--- src/rtl/imem_loader_if.sv ---
// Byte-stream handshake and imem port A write bus for imem_loader.
// master = loader side (drives in_ready and the imem write bus), slave = host/memory side.
interface imem_loader_if #(
  parameter int ADDR_W = 8
);
  logic [7:0]        in_data;
  logic              in_valid;
  logic              in_ready;
  logic              imem_en;
  logic [3:0]        imem_we;
  logic [ADDR_W-1:0] imem_addr;
  logic [31:0]       imem_din;

  modport master (
    input  in_data, in_valid,
    output in_ready, imem_en, imem_we, imem_addr, imem_din
  );

  modport slave (
    output in_data, in_valid,
    input  in_ready, imem_en, imem_we, imem_addr, imem_din
  );
endinterface

--- src/rtl/imem_loader.sv ---
// Boot loader: byte stream -> little-endian words -> imem port A, core held in reset until loaded.
// Optional trailing XOR checksum stage compiled in with `define IMEM_LOADER_CHECKSUM_EN.
module imem_loader #(
  parameter int ADDR_W = 8
) (
  input  logic          clk_i,
  input  logic          reset_i,
  imem_loader_if.master bus,
  output logic          cpu_reset_o,
  output logic          done_o,
  output logic          error_o
);

  typedef enum logic [2:0] {
    S_HDR0,
    S_HDR1,
    S_DATA,
`ifdef IMEM_LOADER_CHECKSUM_EN
    S_CSUM,
`endif
    S_FLUSH,
    S_DONE,
    S_ERR
  } state_t;

  localparam logic [16:0] MAX_WORDS = 17'(1) << ADDR_W;

`ifdef IMEM_LOADER_CHECKSUM_EN
  localparam state_t S_TAIL = S_CSUM;
`else
  localparam state_t S_TAIL = S_FLUSH;
`endif

  state_t            state_q, state_d;
  logic [15:0]       count_q, count_d;
  logic [15:0]       word_q, word_d;
  logic [1:0]        lane_q, lane_d;
  logic [23:0]       buf_q, buf_d;
  logic              en_q, en_d;
  logic [ADDR_W-1:0] addr_q, addr_d;
  logic [31:0]       din_q, din_d;
  logic              in_ready;
  logic              fire;
  logic [15:0]       hdr_count;
`ifdef IMEM_LOADER_CHECKSUM_EN
  logic [7:0]        csum_q, csum_d;
`endif

  always_ff @(posedge clk_i or posedge reset_i) begin
    if (reset_i) begin
      state_q <= S_HDR0;
      count_q <= '0;
      word_q  <= '0;
      lane_q  <= '0;
      buf_q   <= '0;
      en_q    <= 1'b0;
      addr_q  <= '0;
      din_q   <= '0;
`ifdef IMEM_LOADER_CHECKSUM_EN
      csum_q  <= '0;
`endif
    end else begin
      state_q <= state_d;
      count_q <= count_d;
      word_q  <= word_d;
      lane_q  <= lane_d;
      buf_q   <= buf_d;
      en_q    <= en_d;
      addr_q  <= addr_d;
      din_q   <= din_d;
`ifdef IMEM_LOADER_CHECKSUM_EN
      csum_q  <= csum_d;
`endif
    end
  end

  always_comb begin
    in_ready = 1'b0;
    case (state_q)
      S_HDR0, S_HDR1, S_DATA: in_ready = 1'b1;
`ifdef IMEM_LOADER_CHECKSUM_EN
      S_CSUM:                 in_ready = 1'b1;
`endif
      default:                in_ready = 1'b0;
    endcase
  end

  assign fire      = bus.in_valid && in_ready;
  assign hdr_count = {bus.in_data, count_q[7:0]};

  always_comb begin
    state_d = state_q;
    count_d = count_q;
    word_d  = word_q;
    lane_d  = lane_q;
    buf_d   = buf_q;
    en_d    = 1'b0;
    addr_d  = addr_q;
    din_d   = din_q;
`ifdef IMEM_LOADER_CHECKSUM_EN
    csum_d  = csum_q;
    if (fire && state_q != S_CSUM) csum_d = csum_q ^ bus.in_data;
`endif
    case (state_q)
      S_HDR0: begin
        if (fire) begin
          count_d[7:0] = bus.in_data;
          state_d      = S_HDR1;
        end
      end
      S_HDR1: begin
        if (fire) begin
          count_d = hdr_count;
          word_d  = '0;
          lane_d  = '0;
          // Over-length images are rejected here, so the word address never wraps.
          if ({1'b0, hdr_count} > MAX_WORDS) state_d = S_ERR;
          else if (hdr_count == 16'd0)       state_d = S_TAIL;
          else                               state_d = S_DATA;
        end
      end
      S_DATA: begin
        if (fire) begin
          lane_d = lane_q + 2'd1;
          case (lane_q)
            2'd0: buf_d[7:0]   = bus.in_data;
            2'd1: buf_d[15:8]  = bus.in_data;
            2'd2: buf_d[23:16] = bus.in_data;
            default: begin
              en_d   = 1'b1;
              addr_d = word_q[ADDR_W-1:0];
              din_d  = {bus.in_data, buf_q};
              word_d = word_q + 16'd1;
              if (word_q + 16'd1 == count_q) state_d = S_TAIL;
            end
          endcase
        end
      end
`ifdef IMEM_LOADER_CHECKSUM_EN
      S_CSUM: begin
        if (fire) state_d = (bus.in_data == csum_q) ? S_DONE : S_ERR;
      end
`endif
      S_FLUSH: state_d = S_DONE;
      S_DONE:  state_d = S_DONE;
      S_ERR:   state_d = S_ERR;
      default: state_d = S_ERR;
    endcase
  end

  assign bus.in_ready  = in_ready;
  assign bus.imem_en   = en_q;
  assign bus.imem_we   = en_q ? 4'hF : 4'h0;
  assign bus.imem_addr = addr_q;
  assign bus.imem_din  = din_q;

  assign cpu_reset_o = (state_q != S_DONE);
  assign done_o      = (state_q == S_DONE);
  assign error_o     = (state_q == S_ERR);

endmodule

--- src/flat_wrapper.sv ---
// flat-port wrapper written by rule: the top's interface ports become plain ports
module imem_loader_flat 
#(
  parameter int ADDR_W = 8
)
  (clk_i, reset_i, cpu_reset_o, done_o, error_o, bus_in_data, bus_in_valid, bus_in_ready, bus_imem_en, bus_imem_we, bus_imem_addr, bus_imem_din);
  imem_loader_if #(.ADDR_W(ADDR_W)) bus_i ();
  input  logic clk_i;
  input  logic reset_i;
  output logic cpu_reset_o;
  output logic done_o;
  output logic error_o;
  input wire logic [$bits(bus_i.in_data)-1:0] bus_in_data;
  input wire logic [$bits(bus_i.in_valid)-1:0] bus_in_valid;
  output wire logic [$bits(bus_i.in_ready)-1:0] bus_in_ready;
  output wire logic [$bits(bus_i.imem_en)-1:0] bus_imem_en;
  output wire logic [$bits(bus_i.imem_we)-1:0] bus_imem_we;
  output wire logic [$bits(bus_i.imem_addr)-1:0] bus_imem_addr;
  output wire logic [$bits(bus_i.imem_din)-1:0] bus_imem_din;
  assign bus_i.in_data = bus_in_data;
  assign bus_i.in_valid = bus_in_valid;
  assign bus_in_ready = bus_i.in_ready;
  assign bus_imem_en = bus_i.imem_en;
  assign bus_imem_we = bus_i.imem_we;
  assign bus_imem_addr = bus_i.imem_addr;
  assign bus_imem_din = bus_i.imem_din;
  imem_loader #(.ADDR_W(ADDR_W)) u_core (.clk_i(clk_i), .reset_i(reset_i), .bus(bus_i), .cpu_reset_o(cpu_reset_o), .done_o(done_o), .error_o(error_o));
endmodule
--- config.mk ---
export PLATFORM = sky130hd
export DESIGN_NAME = imem_loader_flat
export DESIGN_NICKNAME = d
export VERILOG_FILES = /design/src/rtl/imem_loader_if.sv /design/src/rtl/imem_loader.sv /design/src/flat_wrapper.sv
export SDC_FILE = /design/constraint.sdc
export NUM_CORES = 1
export LEC_CHECK = 0
export CORE_ASPECT_RATIO = 0.7
export CORE_MARGIN = 2
export CORE_UTILIZATION = 55
export CTS_CLUSTER_SIZE = 28
export DETAILED_ROUTE_END_ITERATION = 16
export PLACE_DENSITY = 0.79
export SETUP_SLACK_MARGIN = 0.1
export SLEW_MARGIN = 0
export SYNTH_ARGS = -nofsm -noshare
export SYNTH_HDL_FRONTEND = slang
export SYNTH_SLANG_ARGS = --single-unit
--- constraint.sdc ---
create_clock -name clk_i -period 10.4 [get_ports clk_i]
set_input_delay 2.08 -clock clk_i [delete_from_list [all_inputs] [get_ports clk_i]]
set_output_delay 2.08 -clock clk_i [all_outputs]
set_load 0.02 [all_outputs]
=== Word level (Yosys, flattened, before mapping) ===
Cells that the tools add are included.

* Logic and storage cells: 69
* Register bits: 102
* Output and inout bits: 49

* $lt $le $gt $ge: 1
* Equal/unequal tests: 14
* Muxes and demuxes: 22
* Bitwise gates (word level): 2
* Reductions and logical operators: 17
* $add $sub $neg: 2

{| class="wikitable"
|+ Operators by type and width
! operator !! number
|-
| two-way mux 16 bit || 3
|-
| case mux 16 bit (2 select lines) || 1
|-
| two-way mux 3 bit || 6
|-
| AND reduction 3 bit || 6
|-
| adder 16 x 1 -> 16 bit, second input constant || 1
|-
| equality test 16 bit || 1
|-
| greater-than comparator 16 x 9 -> 1 bit, second input constant || 1
|-
| zero test 16 bit || 1
|-
| case mux 8 bit (2 select lines) || 1
|-
| case mux 3 bit (4 select lines) || 1
|-
| two-way mux 8 bit || 1
|-
| inequality test 2 x 1 -> 1 bit, second input constant || 4
|-
| equality test 3 x 2 -> 1 bit, second input constant || 2
|-
| equality test 3 bit, second input constant || 2
|-
| OR reduction 3 bit || 2
|-
| two-way mux 1 bit || 5
|-
| AND reduction 5 bit || 1
|-
| two-way mux 2 bit || 2
|-
| two-way mux 4 bit || 1
|-
| case mux 2 bit (2 select lines) || 1
|-
| AND reduction 4 bit || 1
|-
| equality test 3 x 1 -> 1 bit, second input constant || 1
|-
| zero test 3 bit || 1
|-
| inequality test 3 bit, second input constant || 1
|-
| 10 further kinds || 11
|}

=== Depth between registers and ports, before layout ===
Gate-level depths: netlist (run 1).

* Depth after elaboration: 6
* Mapped depth: 9
* Depth with buffers taken out: 7

=== Worst setup path after synthesis (run 1) ===
OpenSTA, ideal clock, no wires.

* Path type: input-to-reg
* Start: input port bus_in_valid
* End: register u_core.din_q[10], in the netlist u_core.bus.imem_din[10]
* Arrival: 3361 ps
* Data required time: 10275 ps
* Setup slack: 6914 ps
* Setup time: 125 ps
* Stages: 7
* Cell sequence: nand2b_1 clkbuf_1 nor2_2 nand2_1 inv_2 buf_2 mux2_2

* Word-level cells in the longest chain between the ends: 2

{| class="wikitable"
|+ Ends and longest elaborated chain
! what !! RTL line !! text
|-
| from (decl) || flat_wrapper.sv:14 || <nowiki>input wire logic [$bits(bus_i.in_valid)-1:0] bus_in_valid;</nowiki>
|-
| logical AND 1 bit || imem_loader.sv:88 || <nowiki>assign fire = bus.in_valid && in_ready;</nowiki>
|-
| AND reduction 3 bit (no line) || -- ||
|-
| to (signal assigned) || imem_loader.sv:70 || <nowiki>din_q <= din_d;</nowiki>
|-
| to (decl) || imem_loader.sv:41 || <nowiki>logic [31:0] din_q, din_d;</nowiki>
|}

Every way passes these cells.
A chain may end at the register's enable or synchronous reset.

=== Final worst setup path (run 1) ===
* Start: input port bus_in_valid
* End: register u_core.din_q[16], in the netlist u_core.bus.imem_din[16]

Same word-level chain as after synthesis.

==> results of run 1 <==
cells in the final DEF, fill, tap and decap left out, types with 3 or more instances in the layout:
| cell type | netlist | routed |
|---|---|---|
| clkdlybuf4s50_1 | 0 | 59 |
| inv_6 | 0 | 3 |
| a22o_1 | 4 | 4 |
| nor4_2 | 3 | 3 |
| nor3_1 | 7 | 7 |
| o31ai_1 | 4 | 4 |
| nor4_1 | 3 | 3 |
| mux2_2 | 79 | 79 |
| ha_1 | 5 | 5 |
| clkbuf_16 | 0 | 9 |
| nand4_1 | 3 | 3 |
| o21ai_0 | 20 | 20 |
| a31oi_1 | 3 | 3 |
| xor2_1 | 5 | 5 |
| buf_4 | 6 | 3 |
| inv_1 | 8 | 7 |
| or3_1 | 3 | 3 |
| nor2_1 | 14 | 14 |
| dfrtp_1 | 102 | 102 |
| nand3_1 | 10 | 10 |
| nand2b_1 | 4 | 4 |
| a21oi_1 | 12 | 12 |
| nand2_1 | 25 | 25 |
| xnor2_1 | 21 | 21 |
layout make-up:
type	count	area share, %
tap	105	2.344
clock buffer	9	4.018
sequential	102	45.54
timing repair buffer	62	10.94
clock inverter	7	0.9821
multi-input combinational	250	35.54
inverter	9	0.6473
stage by stage:
| step | total power (uW) | worst slack, ps | cells | util [%] | hold slack, ps |
|---|---|---|---|---|---|
| finish | 753.6 | 6183 | 544 | 66.95 | 480.4 |
| global placement | 442.4 | 5898 | 528 | 63.60 | 476.9 |
| detailed placement | 443.5 | 5839 | 528 | 63.60 | 476.3 |
| floorplan | 429.9 | 5645 | 382 | - | 473.6 |
| CTS | 759.3 | 6193 | 544 | 66.95 | 493.1 |
| global route | 778.6 | 5956 | 544 | 66.95 | 523.4 |
power groups by stage:
stage	Clock, uW	Combinational, uW	Sequential [uW]
2_1_floorplan	0	19.0	411
3_3_place_gp	0	30.2	412
3_5_place_dp	0	31.2	412
4_1_cts	323	31.3	405
5_1_grt	339	34.6	405
6_report	318	30.8	405
worst max-delay path: stages:
cell and delay, ps:
clkdlybuf4s50_1 540, nand2b_1 170, nor2_2 250, nand2_1 80, buf_4 250, inv_2 620
mux2_2 420
worst paths after layout:
path	startpoint	end	slack, ps	cells past startpoint
worst max-delay path	bus_in_valid	u_core.bus.imem_din[16]	6180	7
worst min-delay path	u_core.bus.imem_addr[3]	u_core.bus.imem_addr[3]	480	2
worst max register to register	u_core.word_q[0]	u_core.state_q[0]	7870	7
worst min register to register	u_core.bus.imem_addr[3]	u_core.bus.imem_addr[3]	480	2
max in group asynchronous	reset_i	u_core.buf_q[20]	7140	3
min in group asynchronous	reset_i	u_core.bus.imem_din[6]	2120	2
cells by family (layout without fill, tap and decap cells):
kind of cell             Yosys count  count (layout)  share of synthesized area, %
flip-flops                       102             102                         54.34
AND/OR/NAND/NOR                   88              88                         10.26
multiplexers                      80              80                         19.15
AO/OA/AOI/OAI                     50              50                         6.473
buffers and inverters             30              87                         3.250
XOR/XNOR                          27              27                         5.195
adder cells (fa/ha/maj)            5               5                         1.332
flip-flops by register name, summed over array words and instances (netlist names):
signal and cells:
u_core.buf_q 24, u_core.bus.imem_addr 8, u_core.bus.imem_din 32, u_core.bus.imem_en 1, u_core.count_q 16, u_core.lane_q 2, u_core.state_q 3, u_core.word_q 16
per-layer routing:
layer  global-route usage [%]  share of wire [%]  up-vias
li1                         -                  -     1449
met1                    31.41                 46     1668
met2                    37.75                 48      104
met3                    5.299                5.1       11
met4                    7.927               0.82        0
met5                        0                  0        -
==> results.py, run 1 <==
metrics = {
    "placement": {
        "port_buffers": 59,
        "place_area_um2": 5325,
        "dp_hpwl_um": 6781,
        "gp_congestion": 0.8686,
    },
    "die": {
        "die-area_um2": 9307,
        "rows": 28,
        "fp.dieH_um": 81.32,
        "start_util_pct": 56.10,
        "ios": 60,
        "die_w_um": 114.5,
        "core_um2": 8373,
    },
    "worst_setup_path": {
        "endpoint_kind": "register",
        "critical_path_required_ps": 10630,
        "critPathMaxFanout": 37,
        "crit_type": "input pin to register",
        "cp.arrival_ps": 4450,
        "cp-start-kind": "input pin",
    },
    "pwr": {
        "power_density_nw_per_um2": 134.4,
        "p_int_uw": 577.7,
        "p_comb_share_pct": 4.1,
        "p_sw_uw": 175.9,
        "swShare_pct": 23.34,
        "seq_power_share_pct": 53.7,
        "p_leak_uw": 0.002525,
        "ir_worst_vdd_mv": 0.09100,
        "clkPwrFrac_pct": 42.2,
    },
    "synth": {
        "ys_types": 47,
        "async_flop_share_pct": 100.0,
        "yosysTopAreaCell": "dfrtp_1",
        "synth_nets": 398,
        "synth-edff-count": 0,
        "synth_top_area_share_pct": 54.34,
        "synth_most_common_cell": "dfrtp_1",
        "syn-instance-count": 382,
        "netlist_area_um2": 4697,
        "ys_ff_latch": 102,
        "synth_ff_type": "dfrtp_1",
        "yosysSeqAreaShare_pct": 54.34,
        "yosys-top-cells-area": "dfrtp_1 (54%), mux2_2 (19%), xnor2_1 (3.9%)",
        "synth_commonest_cells": "dfrtp_1 (102), mux2_2 (79), nand2_1 (25), xnor2_1 (21), o21ai_0 (20)",
        "avgSynthCellArea_um2": 12.30,
        "ys_warn_count": 0,
    },
    "cts": {
        "root_buffer": "clkbuf_16",
        "clk_latency_ps": 350,
        "clkSinkCount": 102,
        "ctsHoldBuffers": 0,
        "cts_setup_buffers": 0,
        "cts_tree": "yes",
        "clockBufferDepth": 2,
        "clkTransAtPathRegs_ps": 70,
        "cts_resized": 0,
        "cts.htree.levels": 3,
        "cts_buffers": 9,
    },
    "grt": {
        "antenna_found_initial": 0,
        "grt_pass1_vias": 3265,
        "grt_usage_pct": 23.31,
        "grt_pass1_wl_um": 16440,
        "grt_overflow": 0,
        "grt_max_degree": 64,
    },
    "timing": {
        "fin_crit_sh_pct": 40.54,
        "setup_violations": 0,
        "tightest_slew_ps": 875.4,
        "hold_viol": 0,
        "relSlewSlack_pct": 41.43,
        "rsz0062_at_grt": "no",
        "fin_crit_ps": 4217,
        "fin_setup_tns_ps": 0,
        "fin_skew_ps": 8.101,
        "fmax_ghz": 0.2372,
        "slew_violations": 0,
    },
    "routing": {
        "via_per_inst": 5.941,
        "drc_errors": 0,
        "drtIter0Drc": 217,
        "first_pass_iters": 5,
        "wirelength_um": 9923,
        "num_vias": 3232,
        "avgRoutedWirePerCell_um": 18.24,
        "ant_nets": 0,
    },
    "cells_and_area": {
        "fillers": 608,
        "regArea_um2": 2552,
        "areaGrowthSynthToFinish_pct": 19.34,
        "layout.nets": 450,
        "fin_area_um2": 5605,
        "multi_input_area_um2": 1992,
        "n_antenna_cell": 0,
        "layout-drive-gt1-share_pct": 24.83,
    },
    "status": {
        "status": "completed",
    },
    "min_path": {
        "hold_path_class": "register to register",
    },
    "flow_run": {
        "drv_cap": 0,
    },
}
(Power assumes the default switching activity.)
==> run 2, diff against run 1 <==
==> constraint.sdc (replaced) <==
create_clock -name clk_i -period 3.9 [get_ports clk_i]
set_input_delay 0.78 -clock clk_i [delete_from_list [all_inputs] [get_ports clk_i]]
set_output_delay 0.78 -clock clk_i [all_outputs]
set_load 0.02 [all_outputs]
==> run 2 against run 1 <==
Critical path type unchanged. Clock-buffer cell count is 2 higher. Sequential share of layout area is 0.11 points lower. Combinational power increased to 2.7 times the previous value. Flip-flop and latch count is the same. Largest cell class unchanged. Largest power group unchanged.
==> results.py, run 2 (synthesis gave the netlist of run 1 again) <==
metrics = {
    "routing": {
        "drc_errors": 0,
        "ant_nets": 0,
        "drtIter0Drc": 184,
        "wirelength_um": 9539,
        "first_pass_iters": 4,
        "via_per_inst": 5.739,
        "avgRoutedWirePerCell_um": 17.50,
        "num_vias": 3128,
    },
    "worst_setup_path": {
        "rrSetupSlack_ps": 1450,
        "endpoint_kind": "register",
        "cp-start-kind": "input pin",
        "critical_path_required_ps": 4130,
        "crit_type": "input pin to register",
        "cp.arrival_ps": 2910,
        "reg2reg_from": "u_core.word_q[0]",
        "rr_endpoint": "u_core.state_q[0]",
        "critPathMaxFanout": 37,
        "worstRegToRegCells": 7,
    },
    "timing": {
        "slew_violations": 0,
        "fmax_ghz": 0.3739,
        "setup_violations": 0,
        "fin_setup_tns_ps": 0,
        "fin_crit_sh_pct": 68.58,
        "tightest_slew_ps": 794.2,
        "relSlewSlack_pct": 46.98,
        "rsz0062_at_grt": "no",
        "holdWs_ps": 475.1,
        "hold_viol": 0,
        "fin_crit_ps": 2675,
        "fin_skew_ps": 4.651,
    },
    "status": {
        "status": "completed",
    },
    "cts": {
        "clockBufferDepth": 2,
        "ctsHoldBuffers": 0,
        "cts_tree": "yes",
        "clkTransAtPathRegs_ps": 70,
        "cts.htree.levels": 3,
        "cts_setup_buffers": 0,
        "root_buffer": "clkbuf_16",
        "clk_latency_ps": 350,
        "cts_resized": 0,
        "clkSinkCount": 102,
        "cts_buffers": 9,
    },
    "placement": {
        "place_area_um2": 5333,
        "port_buffers": 59,
        "dp_hpwl_um": 6638,
        "gp_congestion": 0.8860,
    },
    "die": {
        "die_w_um": 114.5,
        "core_um2": 8373,
        "fp.dieH_um": 81.32,
        "die-area_um2": 9307,
        "rows": 28,
        "start_util_pct": 56.10,
        "ios": 60,
    },
    "cells_and_area": {
        "layout_commonest_cell": "dfrtp_1",
        "layout.nets": 451,
        "fin_util_pct": 67.11,
        "largest_reg_flops": 32,
        "fin_area_um2": 5619,
        "final_cell_mix": "dfrtp_1 (102), mux2_2 (79), clkdlybuf4s50_1 (59)",
        "n_antenna_cell": 0,
        "regArea_um2": 2552,
        "layout-drive-gt1-share_pct": 25.00,
        "areaGrowthSynthToFinish_pct": 19.63,
        "multi_input_area_um2": 1992,
        "fillers": 621,
    },
    "min_path": {
        "hp-start": "u_core.bus.imem_addr[3]",
        "min_path_cells": 2,
        "hold_path_class": "register to register",
        "holdPathEnd": "u_core.bus.imem_addr[3]",
    },
    "grt": {
        "grt_max_degree": 60,
        "grt_overflow": 0,
        "grt_pass1_wl_um": 15530,
        "antenna_found_initial": 0,
        "grt_pass1_vias": 3007,
        "grt_usage_pct": 22.04,
    },
    "pwr": {
        "p_leak_uw": 0.002534,
        "total_power_uw": 2007,
        "ir_worst_vdd_mv": 0.2709,
        "power_density_nw_per_um2": 357.1,
    },
    "flow_run": {
        "drv_cap": 0,
    },
}
==> run 2: worst max-delay path, stage by stage <==
cell             delay, ps
clkdlybuf4s50_1        540
nand2b_1               180
nor2_2                 260
nand2_1                120
inv_2                  580
mux2_2                 420
==> run 2: area by class of cell <==
cell class / count / area share, %
Clock buffer: 11 / 4.498
Clock inverter: 5 / 0.6012
Inverter: 9 / 0.6457
Multi-Input combinational cell: 250 / 35.45
Sequential cell: 102 / 45.42
Tap cell: 105 / 2.338
Timing Repair Buffer: 63 / 11.04
==> run 2: how the worst max path moves through the flow <==
stage                                         end          from
after floorplan                   u_core.buf_q[0]       reset_i
after global placement    u_core.bus.imem_addr[2]  bus_in_valid
after detailed placement   u_core.bus.imem_din[2]  bus_in_valid
after CTS                  u_core.bus.imem_din[2]  bus_in_valid
after global routing            u_core.word_q[12]  bus_in_valid
final                      u_core.bus.imem_din[8]  bus_in_valid
==> run 2: where the power goes <==
group	internal [uW]	leakage, uW	switching, uW
registers	1070	0.00140	11.9
logic	34.1	0.00100	48.4
clock network	466	0.000138	378
total	1570	0.00253	439
==> run 2: through the flow <==
step	cells	setup WS (ps)
2_1_floorplan	382	444.5
3_3_place_gp	529	969.0
3_5_place_dp	529	876.1
4_1_cts	545	1249
5_1_grt	545	1021
6_report	545	1225
==> run 2: per-layer routing <==
metal,share of wire [%],global-route usage (%),vias up
met5,0,0,-
met3,5.3,6.866,8
met4,0.71,4.634,0
li1,-,-,1446
met1,48,31.40,1599
met2,46,33.61,75
==> run 3, diff against run 2 <==
==> constraint.sdc (replaced) <==
create_clock -name clk_i -period 2.7 [get_ports clk_i]
set_input_delay 0.54 -clock clk_i [delete_from_list [all_inputs] [get_ports clk_i]]
set_output_delay 0.54 -clock clk_i [all_outputs]
set_load 0.02 [all_outputs]
==> run 3 against run 2 <==
Non-clock buffer count increased by 10. Critical endpoint is now error_o. Clock-buffer cell count decreased by 1. Flip-flop and latch count unchanged. Utilization increased by 1.6 points. Highest routed layer unchanged. Cell count increased by 1.8%. Largest power group unchanged. Via count about the same.
==> results.py, run 3 (synthesis gave the netlist of run 1 again) <==
metrics = {
    "worst_setup_path": {
        "critical_path_required_ps": 2160,
        "critPathMaxFanout": 9,
        "cp.arrival_ps": 1820,
        "rr_endpoint": "u_core.state_q[0]",
        "worstRegToRegCells": 7,
        "rrSetupSlack_ps": 370,
        "reg2reg_from": "u_core.word_q[0]",
        "cp-startpoint": "u_core.state_q[0]",
        "cp-start-kind": "register",
        "endpoint_kind": "output pin",
        "crit_type": "register to output pin",
    },
    "timing": {
        "fin_skew_ps": 10.03,
        "fin_setup_tns_ps": 0,
        "relSlewSlack_pct": 69.52,
        "tightest_slew_ps": 456.0,
        "fin_crit_ps": 2356,
        "slew_violations": 0,
        "fin_crit_sh_pct": 87.25,
        "rsz0062_at_grt": "no",
        "fmax_ghz": 0.4245,
        "hold_viol": 0,
        "setup_violations": 0,
    },
    "cts": {
        "clkTransAtPathRegs_ps": 60,
        "cts_setup_buffers": 0,
        "clkSinkCount": 102,
        "cts_resized": 0,
        "ctsHoldBuffers": 0,
        "clockBufferDepth": 2,
        "clk_latency_ps": 350,
        "cts_buffers": 9,
        "cts_tree": "yes",
        "root_buffer": "clkbuf_16",
        "cts.htree.levels": 3,
    },
    "die": {
        "die_w_um": 114.5,
        "ios": 60,
        "core_um2": 8373,
        "rows": 28,
        "fp.dieH_um": 81.32,
        "die-area_um2": 9307,
        "start_util_pct": 56.10,
    },
    "routing": {
        "ant_nets": 0,
        "drc_errors": 0,
        "drtIter0Drc": 160,
        "via_per_inst": 5.634,
        "avgRoutedWirePerCell_um": 18.06,
        "wirelength_um": 10030,
        "num_vias": 3127,
        "first_pass_iters": 4,
    },
    "cells_and_area": {
        "fin_area_um2": 5754,
        "fillers": 615,
        "layout-drive-gt1-share_pct": 26.67,
        "n_antenna_cell": 0,
        "layout_commonest_cell": "dfrtp_1",
        "areaGrowthSynthToFinish_pct": 22.51,
        "layout.nets": 461,
        "largest_reg_flops": 32,
        "final_cell_mix": "dfrtp_1 (102), mux2_2 (79), clkdlybuf4s50_1 (59)",
    },
    "min_path": {
        "hold_path_class": "input pin to async pin",
    },
    "pwr": {
        "power_density_nw_per_um2": 523.8,
        "ir_worst_vdd_mv": 0.4131,
        "p_leak_uw": 0.002603,
    },
    "grt": {
        "grt_usage_pct": 23.71,
        "grt_overflow": 0,
        "grt_pass1_wl_um": 16700,
        "grt_pass1_vias": 3251,
        "antenna_found_initial": 0,
        "grt_max_degree": 50,
    },
    "placement": {
        "port_buffers": 59,
        "gp_congestion": 0.8778,
        "place_area_um2": 5446,
        "dp_hpwl_um": 6890,
    },
    "flow_run": {
        "drv_cap": 0,
    },
    "status": {
        "status": "completed",
    },
}
-- run 3: cell count changes in the layout (fill, tap and decap cells not counted), sizes merged --
cell / before / now
buf: 4 / 14
bufinv: 0 / 1
clkbuf: 11 / 10
-- run 3: power breakdown --
group / internal (uW) / switching, uW
combinational: 58.0 / 73.0
clock: 749 / 575
sequential: 1540 / 17.2
total: 2350 / 665
-- run 3: layout make-up --
| class | instances | area (um2) | area share, % |
|---|---|---|---|
| tap | 105 | 131.4 | 2.283 |
| clock inverter | 6 | 68.82 | 1.196 |
| timing repair buffer | 73 | 733.2 | 12.74 |
| multi-input combinational | 250 | 1992 | 34.62 |
| clock buffer | 10 | 239.0 | 4.153 |
| sequential | 102 | 2552 | 44.36 |
| inverter | 9 | 37.54 | 0.6523 |
-- run 3: worst max path at each step --
| stage | slack (ps) | to | cells after the start |
|---|---|---|---|
| after floorplan | 530 | u_core.state_q[0] | 8 |
| after global placement | 300 | u_core.state_q[0] | 6 |
| after detailed placement | 260 | u_core.word_q[10] | 7 |
| after CTS | 330 | error_o | 3 |
| after global routing | 240 | error_o | 3 |
| final | 340 | error_o | 3 |
-- run 3: per-layer routing --
layer  routed length [um]  global-route usage, %  share of wire, %  vias up
met3                  538                  5.746               5.4        8
met5                    0                      0                 0        -
met1                 4887                  34.00                49     1553
li1                     -                      -                 -     1476
met4                   76                  5.732              0.76        0
met2                 4523                  36.75                45       90
-- run 3: critical path: stages, from the launching register on --
cell and delay, ps:
dfrtp_1 490, nor2b_1 240, and2_1 150, clkdlybuf4s50_1 600
-- run 3: stage by stage --
| step | setup slack (ps) | power (uW) | cells | util [%] | hold slack, ps |
|---|---|---|---|---|---|
| 3_5_place_dp | 260.6 | 1721 | 539 | 65.05 | 489.7 |
| 2_1_floorplan | 526.7 | 1656 | 382 | - | 473.6 |
| 3_3_place_gp | 304.9 | 1719 | 539 | 65.05 | 478.9 |
| 4_1_cts | 334.1 | 3031 | 555 | 68.72 | 494.3 |
| 6_report | 344.1 | 3014 | 555 | 68.72 | 494.5 |
| 5_1_grt | 243.2 | 3109 | 555 | 68.72 | 520.2 |
